<file path="src/rtl/arb_pkg.sv">
// Shared types and helpers for the 16-way round-robin arbiter.
// Optional grant-hold timeout is enabled by defining ARB_TIMEOUT_EN.
package arb_pkg;

  localparam int NREQ = 16;
  localparam int IDW  = 4;

  typedef enum logic [0:0] {
    IDLE  = 1'b0,
    GRANT = 1'b1
  } arb_state_t;

  function automatic logic [NREQ-1:0] rot_r16(
    input logic [NREQ-1:0] vec,
    input logic [IDW-1:0]  sh
  );
    logic [2*NREQ-1:0] dbl;
    dbl = {vec, vec} >> sh;
    return dbl[NREQ-1:0];
  endfunction

endpackage

</file>
<file path="src/rtl/prio_enc16.sv">
// Combinational 16->4 priority encoder.
// Returns the index of the lowest set bit plus a valid flag.
module prio_enc16
  import arb_pkg::*;
(
  input  logic [NREQ-1:0] in,
  output logic [IDW-1:0]  idx,
  output logic            valid
);

  always_comb begin
    idx   = '0;
    valid = |in;
    // scan high to low so the lowest set bit wins
    for (int i = NREQ - 1; i >= 0; i--) begin
      if (in[i]) idx = IDW'(i);
    end
  end

endmodule

</file>
<file path="src/rtl/rr_arb16.sv">
// Round-robin arbiter, 16 requesters, grant held until request drops.
// Define ARB_TIMEOUT_EN to revoke grants held for MAX_HOLD cycles.
module rr_arb16
  import arb_pkg::*;
#(
  parameter int MAX_HOLD = 64,
  localparam int CNT_W   = $clog2(MAX_HOLD) + 1
) (
  input  logic            clk,
  input  logic            rst,
  input  logic [NREQ-1:0] req,
  output logic [NREQ-1:0] gnt,
  output logic [IDW-1:0]  gnt_id,
  output logic            gnt_valid,
  output logic            timeout
);

  arb_state_t      state;
  logic [IDW-1:0]  ptr;
  logic [NREQ-1:0] req_rot;
  logic [IDW-1:0]  enc_idx;
  logic            enc_valid;
  logic [IDW-1:0]  win;
  logic            held;
  logic            to_hit;

  assign req_rot = rot_r16(req, ptr);

  prio_enc16 u_enc (
    .in    (req_rot),
    .idx   (enc_idx),
    .valid (enc_valid)
  );

  // undo the rotation in mod-16 arithmetic
  assign win  = enc_idx + ptr;
  assign held = req[gnt_id];

`ifdef ARB_TIMEOUT_EN
  logic [CNT_W-1:0] hold_cnt;

  assign to_hit = held && (hold_cnt == CNT_W'(MAX_HOLD));

  always_ff @(posedge clk) begin
    if (rst) begin
      hold_cnt <= '0;
    end else if (state == IDLE) begin
      hold_cnt <= enc_valid ? CNT_W'(1) : '0;
    end else if (!held || to_hit) begin
      hold_cnt <= '0;
    end else begin
      hold_cnt <= hold_cnt + CNT_W'(1);
    end
  end
`else
  logic unused_cfg;
  assign unused_cfg = ^{MAX_HOLD[0], CNT_W[0]};
  assign to_hit     = 1'b0;
`endif

  always_ff @(posedge clk) begin
    if (rst) begin
      state     <= IDLE;
      ptr       <= '0;
      gnt       <= '0;
      gnt_id    <= '0;
      gnt_valid <= 1'b0;
      timeout   <= 1'b0;
    end else begin
      timeout <= 1'b0;
      unique case (state)
        IDLE: begin
          if (enc_valid) begin
            gnt       <= NREQ'(1) << win;
            gnt_id    <= win;
            gnt_valid <= 1'b1;
            state     <= GRANT;
          end
        end
        GRANT: begin
          if (!held || to_hit) begin
            gnt       <= '0;
            gnt_id    <= '0;
            gnt_valid <= 1'b0;
            ptr       <= gnt_id + IDW'(1);
            state     <= IDLE;
            timeout   <= held;
          end
        end
        default: state <= IDLE;
      endcase
    end
  end

endmodule

</file>
<file path="config.mk">
export PLATFORM = sky130hd
export DESIGN_NAME = rr_arb16
export DESIGN_NICKNAME = d
export VERILOG_FILES = /design/src/rtl/arb_pkg.sv /design/src/rtl/prio_enc16.sv /design/src/rtl/rr_arb16.sv
export SDC_FILE = /design/constraint.sdc
export NUM_CORES = 1
export LEC_CHECK = 0
export ABC_AREA = 1
export CELL_PAD_IN_SITES_DETAIL_PLACEMENT = 1
export CELL_PAD_IN_SITES_GLOBAL_PLACEMENT = 1
export CORE_UTILIZATION = 30
export DETAILED_ROUTE_END_ITERATION = 16
export GPL_ROUTABILITY_DRIVEN = 0
export GPL_TIMING_DRIVEN = 0
export PLACE_DENSITY = 0.7
export SLEW_MARGIN = 15
export SYNTH_ARGS = -nofsm -noshare
export SYNTH_HDL_FRONTEND = slang
export SYNTH_SLANG_ARGS = --single-unit
</file>
<file path="constraint.sdc">
create_clock -name clk -period 4.8 [get_ports clk]
set_clock_uncertainty 0.2 [all_clocks]
set_input_delay 1.2 -clock clk [delete_from_list [all_inputs] [get_ports clk]]
set_output_delay 1.2 -clock clk [all_outputs]
set_load 0.02 [all_outputs]
</file>
* Word-level counts from Yosys, hierarchy flattened *
Cells that the tools add are included.

word-level totals
  register bits = 26
  input port bits = 18
  output and inout port bits = 22
  logic and storage cells = 47

cells by class
  add/sub/neg operators = 2
  $lt $le $gt $ge = 1
  equality and inequality tests = 2
  shift-type cells = 2
  mux-type cells = 30
  bitwise gates (word level) = 2
  reduce and logical (&&, ||, !) cells = 3

operators by type and width
  kind                                                        count
  two-way mux 4 bit                                           18
  two-way mux 16 bit                                          2
  case mux 16 bit (2 select lines)                            1
  >> shifter 32 x 4 -> 16 bit                                 1
  OR reduction 16 bit                                         1
  << shifter 1 x 4 -> 16 bit, first input constant            1
  case mux 4 bit (2 select lines)                             1
  less-than comparator 4 x 5 -> 1 bit, second input constant  1
  two-way mux 1 bit                                           5
  adder 4 x 1 -> 4 bit, second input constant                 1
  adder 4 bit                                                 1
  binary-select mux 1 bit (select 4 bit)                      1
  != test 2 bit, second input constant                        2
  case mux 1 bit (2 select lines)                             2
  AND reduction 2 bit                                         2
  NOT 1 bit                                                   2

* Logic depth before layout (Yosys ltp) *
Gate-level depths: netlist of run 1.

  depth after elaboration = 21
  gate-level depth with buffers = 32
  depth with buffers taken out = 30

* Modules after synthesis *
Synthesis of run 1 repeated with hierarchy kept, for this count alone.

second synthesis, totals
  cell total of the unflattened synthesis = 437
  area, all modules = 2448.6 um^2

modules (own cells, without submodules)
  module      times used  cells each  area each (um^2)  seq. area each (um^2)
  rr_arb16    1           388         2239.6            520.5
  prio_enc16  1           49          209.0             0.0

* Worst setup path before layout of run 1 *
No wires, ideal clock.

  path kind = input to register
  from = input req[9]
  to = register gnt[2]
  setup time = 70 ps
  arrival time = 3652 ps
  data required time = 4530 ps
  setup slack = 878 ps
  stages on the path = 27
  path buffers = 0
  cell sequence = nand2_1 nand3_1 nand3_1 nand3_1 nand2_1 nand2_1 nand2_1 nand2_1 nand2_1 nand2_1 nand2_1 nand2_1 nand2_1 nand2_1 nand2_1 nand2_1 nand2_1 nand2_1 a21oi_1 ha_1 inv_1 fa_1 xor2_1 inv_1 nor3_1 nand3_1 a21oi_2

on the way
  longest elaborated chain between the ends = 21
  elaborated cells on any way between the ends = 27
  classes of those cells = 1 x add/sub; 2 x eq/ne; 2 x shift; 20 x mux; 2 x reduce/logical

RTL lines
  element                           RTL line          source
  start, declared                   rr_arb16.sv:11    input logic [NREQ-1:0] req,
  >> shifter 32 x 4 -> 16 bit       arb_pkg.sv:18     dbl = {vec, vec} >> sh;
  two-way mux 4 bit (16 in series)  prio_enc16.sv:16  if (in[i]) idx = IDW'(i);
  adder 4 bit                       rr_arb16.sv:36    assign win = enc_idx + ptr;
  << shifter 1 x 4 -> 16 bit        rr_arb16.sv:74    gnt <= NREQ'(1) << win;
  two-way mux 16 bit                rr_arb16.sv:73    if (enc_valid) begin
  case mux 16 bit (2 select lines)  rr_arb16.sv:71    unique case (state)
  end signal, assigned              rr_arb16.sv:74
  end, declared                     rr_arb16.sv:12    output logic [NREQ-1:0] gnt,

Parallel ways exist; a longest one is shown, timed or not. The select of a mux whose other input is x is not followed.
A chain may end at the register's enable or synchronous reset.

* Worst setup path in the final report of run 1 *
  from = input req[1]
  to = register gnt[2]

The elaborated chain is that of the path after synthesis.

==> impl_metrics.ini, run 1 <==
[logic_synthesis]
synth_seq_cells = 26
synth_compound_area_frac = 0.149
synth_simple_gate_area_share = 0.478
post-synth-top-count-cell = nand2_1
synth-warning-count = 0
syn_avg_cell_area_um2 = 6.14
post_synth_main_area_contributors = dfxtp_1, nand2_1, nand3_1, nand2_2, a21oi_2
synth_ff_type = dfxtp_1
yosys.area_share.adder = 0.0294
synthDominantAreaCellType = dfxtp_1
share_of_the_synthesized_netlist_area_taken_by_xor_and_xnor_gates = 0.0147
postSynth.asyncResetShare = 0
synth_top_family_by_area = simple AND/OR/NAND/NOR gates
synthTopCellsByCount = nand2_1, nand3_1, dfxtp_1, inv_1
netlist.area_leader.share = 0.218
seq_area_frac_synth = 0.218
synth_cell_type_count = 38
syn_nets = 411
synth_mux_area_frac = 0
number_of_synthesized_flops_with_an_enable_pin = 0
syn-instance-count = 388
synth_area_mm2 = 0.00238

[global_routing]
grt.overflow.total = 0
vias_in_the_first_global_route = 2707
grt_start_max_net_pins = 16
antenna_found_initial = 0
grt_use_total = 0.191
grt_pass1_wl_um = 12900

[timing]
timing.final.setup_violations = 0
finalCritPeriodShare = 0.952
worst-slew-pin-transition_ps = 647
achievable-frequency_ghz = 0.219
number_of_max_slew_violations_in_the_final_report = 0
finalCriticalPeriod_ps = 4570
hold_violations = 0
post-route-worst-setup-slack_ps = 231
setup-tns-final_ps = 0
maxSlewHeadroom = 0.569

[floorplanning]
die-area_mm2 = 0.00831
die_x_um = 91.1
start_util = 0.310
row_count = 32
design.core.area_mm2 = 0.00769
die-height_um = 91.1
design.portCount = 40

[finish]
n_fill_cell = 1045
drive_gt1_frac = 0.179
n_antenna_cell = 0
areaGrowthSynthToFinish_pct = 27.8
layout.cells.non_filler = 532
nets = 454

[power]
share_of_power_burned_in_registers = 0.128
ir_worst_vdd_v = 0.000431
proportion_of_power_drawn_by_the_clock_network = 0.076
p_comb_frac = 0.796
cell_internal_pwr_w = 0.00105
static_leak_nw = 1.33
fin_total_pwr_w = 0.00239
switching_power_w = 0.00134
switching_share = 0.560
power_density_mw_per_mm2 = 786

[worst_setup_path]
cp_top_family = simple AND/OR/NAND/NOR gates
critical_path_buf_inv_count = 3
reg2reg_to = gnt[2]
critical_path_arrival_ps = 4580
startpoint_type = input pin
worst-endpoint-required_ps = 4810
critPathCaptureType = flop
timing_worst_setup_path_type = input pin to flop
worst_reg2reg_setup_slack_ps = 880
timing.critical_path.mode_cell = nand2_1
timing.rr.start = ptr[2]
crit_slowest_cell = fa_2
ff2ff_path_depth = 28
crit_path_max_fanout = 6
crit_path_max_incr_delay_ps = 550

[status]
run_status = complete, no violations

[detailed_routing]
drt-total-wl_um = 7820
route.detailed.drc = 0
drt-vias-per-instance = 5.08
vias = 2700
detailed_routing_iterations_pass_1 = 4
antenna_left = 0
drtIter0Drc = 91
wl_per_cell_um = 14.7

[hold_path]
hold_path.class = flop to flop
min_delay_src = gnt[3]
hold-path-endpoint = gnt[3]
whs_path_depth = 2

[clock_network]
cts-htree-levels = 1
cts.sink_count = 26
tritoncts_clock_tree = done
cts-hold-fix-buffers = 0
num_cts_buffers = 3
clkLatencyLatePin_ps = 280
clk_pin_slew_ps = 90
ctsRootBufferMaster = clkbuf_8
ctsLongestPathBuffers = 2

[place]
buffer_ports.inserted = 37
dpl_worst_slack_ps = -215
placed_cells = 527
hpwl_um = 6320

[flow_run]
max_cap_viol_count = 0
[placed cells by master (no fill, tap or decap), types with 4 or more instances in the layout]
cell type	count
buf_6	5
buf_4	4
nor2_1	10
inv_1	24
nor2_2	6
o21a_1	5
dfxtp_1	26
clkdlybuf4s50_1	34
a21oi_1	17
nand3_1	80
clkbuf_1	4
nand2_2	19
o21ai_1	7
nand2_1	118
nand3_2	5
o21ai_0	7
a21oi_2	12
[cells by family (layout without fill, tap and decap cells)]
group	count (synthesis)	count (layout)
compound gates	56	56
buf+inv	49	91
other cells	1	1
xor+xnor	4	4
fa+ha+maj	5	5
simple gates	247	247
flops	26	26
[worst register-to-register path: cells and delay by family, from the launching register on]
family / cells / cell delay, ps
and+or+nand+nor: 19 / 1410
adders and majority gates: 2 / 750
AOI/OAI and AO/OA: 2 / 290
DFF: 1 / 330
buffers and inverters: 5 / 880
[registers in the layout, summed over array words and instances, names as in the netlist]
name	count
state	1
ptr	4
gnt	16
gnt_id	4
gnt_valid	1
[worst max-delay path by stage]
stage | slack (ps) | cells past startpoint | from | endpoint
after floorplan | 880 | 27 | req[9] | gnt[2]
after global placement | -120 | 29 | req[10] | gnt[2]
after detailed placement | -210 | 29 | req[10] | gnt[0]
after CTS | 60 | 29 | req[10] | gnt[0]
after global routing | -20 | 29 | req[9] | gnt[2]
final | 230 | 28 | req[1] | gnt[2]
[per-layer routing]
| metal | vias to the layer above | wire length [um] | track usage |
|---|---|---|---|
| li1 | 1362 | - | - |
| met1 | 1278 | 3440 | 0.228 |
| met2 | 45 | 3990 | 0.364 |
| met3 | 15 | 217 | 0.0142 |
| met4 | 0 | 169 | 0.0542 |
| met5 | - | 0 | 0 |
[what timing repair did]
action                                  in CTS  in global routing
setup buffers                                0                  1
endpoints found under the setup margin       0                 18
resized for setup                            0                 24
hold endpoints to repair                     0                  0
[stage by stage]
| step | area [um^2] | util | hold slack (ps) |
|---|---|---|---|
| floorplan | 2380 | - | 263 |
| global placement | 2880 | 0.375 | 254 |
| detailed placement | 2880 | 0.375 | 256 |
| CTS | 2950 | 0.384 | 275 |
| global route | 3050 | 0.396 | 288 |
| finish | 3050 | 0.396 | 269 |
[power groups by stage]
stage	Clock, W	Combinational [W]	Sequential (W)
after floorplan	0	0.00122	0.000348
after global placement	0	0.00168	0.000311
after detailed placement	0	0.00171	0.000312
after CTS	0.000187	0.00172	0.000307
after global routing	0.000200	0.00211	0.000313
final	0.000183	0.00191	0.000305
[area by class of cell]
type / instances / area (um^2) / share of cell area
Clock buffer: 3 / 41.3 / 0.0136
Clock inverter: 1 / 30.0 / 0.00986
Tap cell: 102 / 128 / 0.0419
Buffer: 18 / 135 / 0.0444
Multi-Input combinational cell: 313 / 1680 / 0.552
Timing Repair Buffer: 38 / 385 / 0.126
Inverter: 31 / 126 / 0.0415
Sequential cell: 26 / 520 / 0.171
Note: power is estimated with default switching activity, not from simulation.
==> inputs of run 2 (changes only) <==
Settings changed: SETUP_SLACK_MARGIN set to 0.4.
==> impl_metrics.ini, run 2 (synthesis results as in run 1) <==
[power]
cell_internal_pwr_w = 0.00111
fin_total_pwr_w = 0.00254
share_of_power_burned_in_registers = 0.120
power_density_mw_per_mm2 = 805
static_leak_nw = 1.36
switching_power_w = 0.00143
ir_worst_vdd_v = 0.000454
proportion_of_power_drawn_by_the_clock_network = 0.072
p_comb_frac = 0.807
switching_share = 0.564

[finish]
mostFrequentLayoutCells = nand2_1, nand3_1, dfxtp_1, nand2_2, inv_1
register_with_the_most_flip_flops = gnt
layout.cells.most_common = nand2_1
max_reg_flops = 16
areaGrowthSynthToFinish_pct = 32.1
nets = 455
drive_gt1_frac = 0.244
fin_util = 0.410
largest_registers = gnt (16), gnt_id (4), ptr (4)
layout.cells.non_filler = 533
n_antenna_cell = 0

[detailed_routing]
wl_per_cell_um = 15.1
vias = 2724
route.detailed.drc = 0
antenna_left = 0
drt-vias-per-instance = 5.11
detailed_routing_iterations_pass_1 = 4
drt-total-wl_um = 8050
drtIter0Drc = 89

[floorplanning]
die-height_um = 91.1
design.core.area_mm2 = 0.00769
start_util = 0.310
die_x_um = 91.1
design.portCount = 40
row_count = 32
die-area_mm2 = 0.00831

[worst_setup_path]
critPathCaptureType = flop
worst-endpoint-required_ps = 4810
startpoint_type = input pin
crit_path_max_incr_delay_ps = 370
critical_path_arrival_ps = 4200
crit_slowest_cell = fa_2
timing_worst_setup_path_type = input pin to flop
timing.critical_path.mode_cell = nand2_1
crit_path_max_fanout = 3

[timing]
finalCriticalPeriod_ps = 4190
post-route-worst-setup-slack_ps = 611
hold_violations = 0
worst-slew-pin-transition_ps = 640
number_of_max_slew_violations_in_the_final_report = 0
final.hold.worst_slack_ps = 269
timing.final.setup_violations = 0
unrepaired_setup_endpoints_after_global_routing = yes
finalCritPeriodShare = 0.873
achievable-frequency_ghz = 0.239
maxSlewHeadroom = 0.573

[global_routing]
grt_use_total = 0.197
antenna_found_initial = 0
grt.overflow.total = 0
grt_start_max_net_pins = 16
grt_pass1_wl_um = 13300
vias_in_the_first_global_route = 2765

[clock_network]
tritoncts_clock_tree = done
ctsLongestPathBuffers = 2
num_cts_buffers = 3
clk_pin_slew_ps = 90
cts-htree-levels = 1
ctsRootBufferMaster = clkbuf_8
cts.sink_count = 26
clkLatencyLatePin_ps = 280

[place]
dpl_worst_slack_ps = -215
hpwl_um = 6320
buffer_ports.inserted = 37
placed_cells = 527

[hold_path]
hold_path.class = flop to flop

[flow_run]
max_cap_viol_count = 0

[status]
run_status = complete, no violations
run 2: changes by cell type in the layout (fill, tap and decap cells not counted), moves of 4 or more:
cell and change:
nand3_1 -16, nand2_1 -6, nand3_2 +16, dlygate4sd2_1 +9, clkdlybuf4s15_1 +4, clkdlybuf4s50_1 -13, nand2_2 +5
run 2: what timing repair did:
item	4_1_cts	5_1_grt
pin swaps	6	4
setup endpoints to repair	18	18
hold buffers	0	0
buffers inserted	1	1
resized for setup	51	26
run 2: final timing paths:
kind            from     end  slack [ps]  depth (start not counted)
max          req[12]  gnt[8]         610                         29
min           gnt[3]  gnt[3]         270                          2
max reg2reg   ptr[2]  gnt[8]         940                         28
min reg2reg   gnt[3]  gnt[3]         270                          2
run 2: power by group through the flow:
stage	logic, W	registers, W	clock network (W)
3_5_place_dp	0.00171	0.000312	0
5_1_grt	0.00226	0.000313	0.000200
2_1_floorplan	0.00122	0.000348	0
3_3_place_gp	0.00168	0.000311	0
4_1_cts	0.00193	0.000307	0.000187
6_report	0.00205	0.000306	0.000184
run 2: through the flow:
stage,area (um^2),TNS (ps)
floorplan,2380,0
global placement,2880,-552
detailed placement,2880,-2030
CTS,3080,0
global route,3150,0
finish,3150,0
run 2: cell type report:
| class | instances | area, um^2 |
|---|---|---|
| fillers | 1033 | 4540 |
| inverters | 31 | 129 |
| repair buffers | 39 | 359 |
| well taps | 102 | 128 |
| clock buffers | 3 | 41.3 |
| flip-flops and latches | 26 | 520 |
| plain buffers | 18 | 135 |
| clock inverters | 1 | 30.0 |
| multi-input cells | 313 | 1810 |
run 2: per-layer routing:
layer  global-route usage  wire length, um
met4               0.0569               99
met5                    0                0
met2                0.373             4170
met3               0.0209              178
met1                0.232             3600
run 2: worst max-delay path, delay by kind of cell:
kind	cells	cell delay, ps
AND/OR/NAND/NOR	21	1580
adder cells (fa/ha/maj)	2	560
buffers and inverters	3	370
XOR/XNOR	1	250
AO/OA/AOI/OAI	2	240
==> inputs of run 3 (changes only) <==
Clock period 4.8 ns to 5.25 ns, I/O delays scaled along.
==> impl_metrics.ini, run 3 (synthesis results as in run 1) <==
[status]
run_status = complete, no violations

[finish]
register_with_the_most_flip_flops = gnt
areaGrowthSynthToFinish_pct = 28.8
nets = 454
layout.cells.non_filler = 532
n_fill_cell = 1046
regArea_um2 = 520
layout.cells.most_common = nand2_1
largest_registers = gnt (16), gnt_id (4), ptr (4)
n_antenna_cell = 0
drive_gt1_frac = 0.184
mostFrequentLayoutCells = nand2_1, nand3_1, clkdlybuf4s50_1, dfxtp_1, inv_1
max_reg_flops = 16
multi_input_area_mm2 = 0.00169

[detailed_routing]
vias = 2704
drt-total-wl_um = 7850
drtIter0Drc = 83
antenna_left = 0
drt-vias-per-instance = 5.08
wl_per_cell_um = 14.8
detailed_routing_iterations_pass_1 = 4
route.detailed.drc = 0

[floorplanning]
die-height_um = 91.1
die_x_um = 91.1
start_util = 0.310
die-area_mm2 = 0.00831
row_count = 32
design.core.area_mm2 = 0.00769
design.portCount = 40

[place]
buffer_ports.inserted = 37
hpwl_um = 6320
placed_cells = 527

[worst_setup_path]
reg2reg_to = gnt[2]
crit_path_max_fanout = 6
critPathCaptureType = flop
ff2ff_path_depth = 27
worst_reg2reg_setup_slack_ps = 1350
worst-endpoint-required_ps = 5260
startpoint_type = input pin
timing.rr.start = ptr[2]
critical_path_arrival_ps = 4670
timing_worst_setup_path_type = input pin to flop

[global_routing]
antenna_found_initial = 0
grt.overflow.total = 0
vias_in_the_first_global_route = 2707
grt_pass1_wl_um = 12900
grt_start_max_net_pins = 16
grt_use_total = 0.191

[clock_network]
cts-htree-levels = 1
tritoncts_clock_tree = done
cts.sink_count = 26
clkLatencyLatePin_ps = 280
num_cts_buffers = 3
clk_pin_slew_ps = 90
ctsRootBufferMaster = clkbuf_8
ctsLongestPathBuffers = 2

[hold_path]
hold-path-endpoint = gnt[3]
min_delay_src = gnt[3]
whs_path_depth = 2
hold_path.class = flop to flop

[timing]
worst-slew-pin-transition_ps = 638
finalCriticalPeriod_ps = 4660
unrepaired_setup_endpoints_after_global_routing = yes
maxSlewHeadroom = 0.574
finalCritPeriodShare = 0.887
number_of_max_slew_violations_in_the_final_report = 0
setup-tns-final_ps = 0
timing.final.setup_violations = 0
achievable-frequency_ghz = 0.215
hold_violations = 0

[power]
power_density_mw_per_mm2 = 714
static_leak_nw = 1.38
ir_worst_vdd_v = 0.000393

[flow_run]
max_cap_viol_count = 0
run 3: cell types whose count changed in the layout (fill, tap and decap cells not counted), moves of 3 or more:
cell,before,now
dlygate4sd2_1,9,0
clkbuf_2,3,0
nand2_1,112,118
dlymetal6s2s_1,0,8
nand3_1,64,78
nand2_2,24,19
nand3_2,21,7
clkdlybuf4s50_1,21,29
clkdlybuf4s15_1,4,0
run 3: area by class of cell:
class / count / area share
multi-input combinational: 313 / 0.551
sequential: 26 / 0.170
timing repair buffer: 38 / 0.130
buffer: 18 / 0.0440
tap: 102 / 0.0416
inverter: 31 / 0.0412
clock buffer: 3 / 0.0135
clock inverter: 1 / 0.00978
run 3: worst max-delay path: stages:
cell and delay, ps:
clkdlybuf4s50_1 500, nand2_1 90, nand3_1 150, nand3_2 110
nand2_1 80, nand2_1 60, nand2_2 100, nand2_1 50
nand2_1 50, nand2_1 50, nand2_1 60, nand2_1 50
nand2_1 60, nand2_1 50, nand2_1 50, nand2_1 50
nand2_1 50, nand2_1 40, nand2_1 50, nand2_1 50
a21oi_1 140, ha_2 200, inv_1 60, fa_2 550
buf_4 170, nor3_2 210, nand3_1 120, a21oi_2 150
run 3: worst max-delay path by stage:
stage	end	from	slack [ps]	depth (start not counted)
after floorplan	gnt[2]	req[9]	1220	27
after global placement	gnt[2]	req[10]	210	29
after detailed placement	gnt[0]	req[10]	120	29
after CTS	gnt[0]	req[10]	400	29
after global routing	gnt[2]	req[1]	370	29
final	gnt[2]	req[1]	590	28
run 3: routing by layer:
metal	track usage	vias to the layer above	wire (um)
li1	-	1361	-
met1	0.228	1286	3480
met2	0.364	41	4010
met3	0.0142	16	188
met4	0.0542	0	174
met5	0	-	0
run 3: stage by stage:
step | area (um^2) | utilization | hold WS, ps | power [W] | setup slack (ps)
floorplan | 2380 | - | 263 | 0.00143 | 1220
global placement | 2880 | 0.375 | 254 | 0.00182 | 214
detailed placement | 2880 | 0.375 | 256 | 0.00185 | 123
CTS | 2950 | 0.384 | 275 | 0.00203 | 400
global route | 3070 | 0.399 | 288 | 0.00240 | 366
finish | 3070 | 0.399 | 269 | 0.00219 | 593
run 3: power by group:
group | internal, W | switching [W] | total [W] | leakage (nW)
Combinational | 0.000616 | 0.00113 | 0.00175 | 1.13
Clock | 0.000102 | 0.0000649 | 0.000167 | 0.0357
Sequential | 0.000247 | 0.0000319 | 0.000279 | 0.212
Total | 0.000965 | 0.00123 | 0.00219 | 1.38
run 3: what timing repair did:
item	CTS	global route
endpoints found under the setup margin	1	18
pin swaps	0	5
resized for setup	0	31
hold buffers	0	0
buffers inserted	0	1
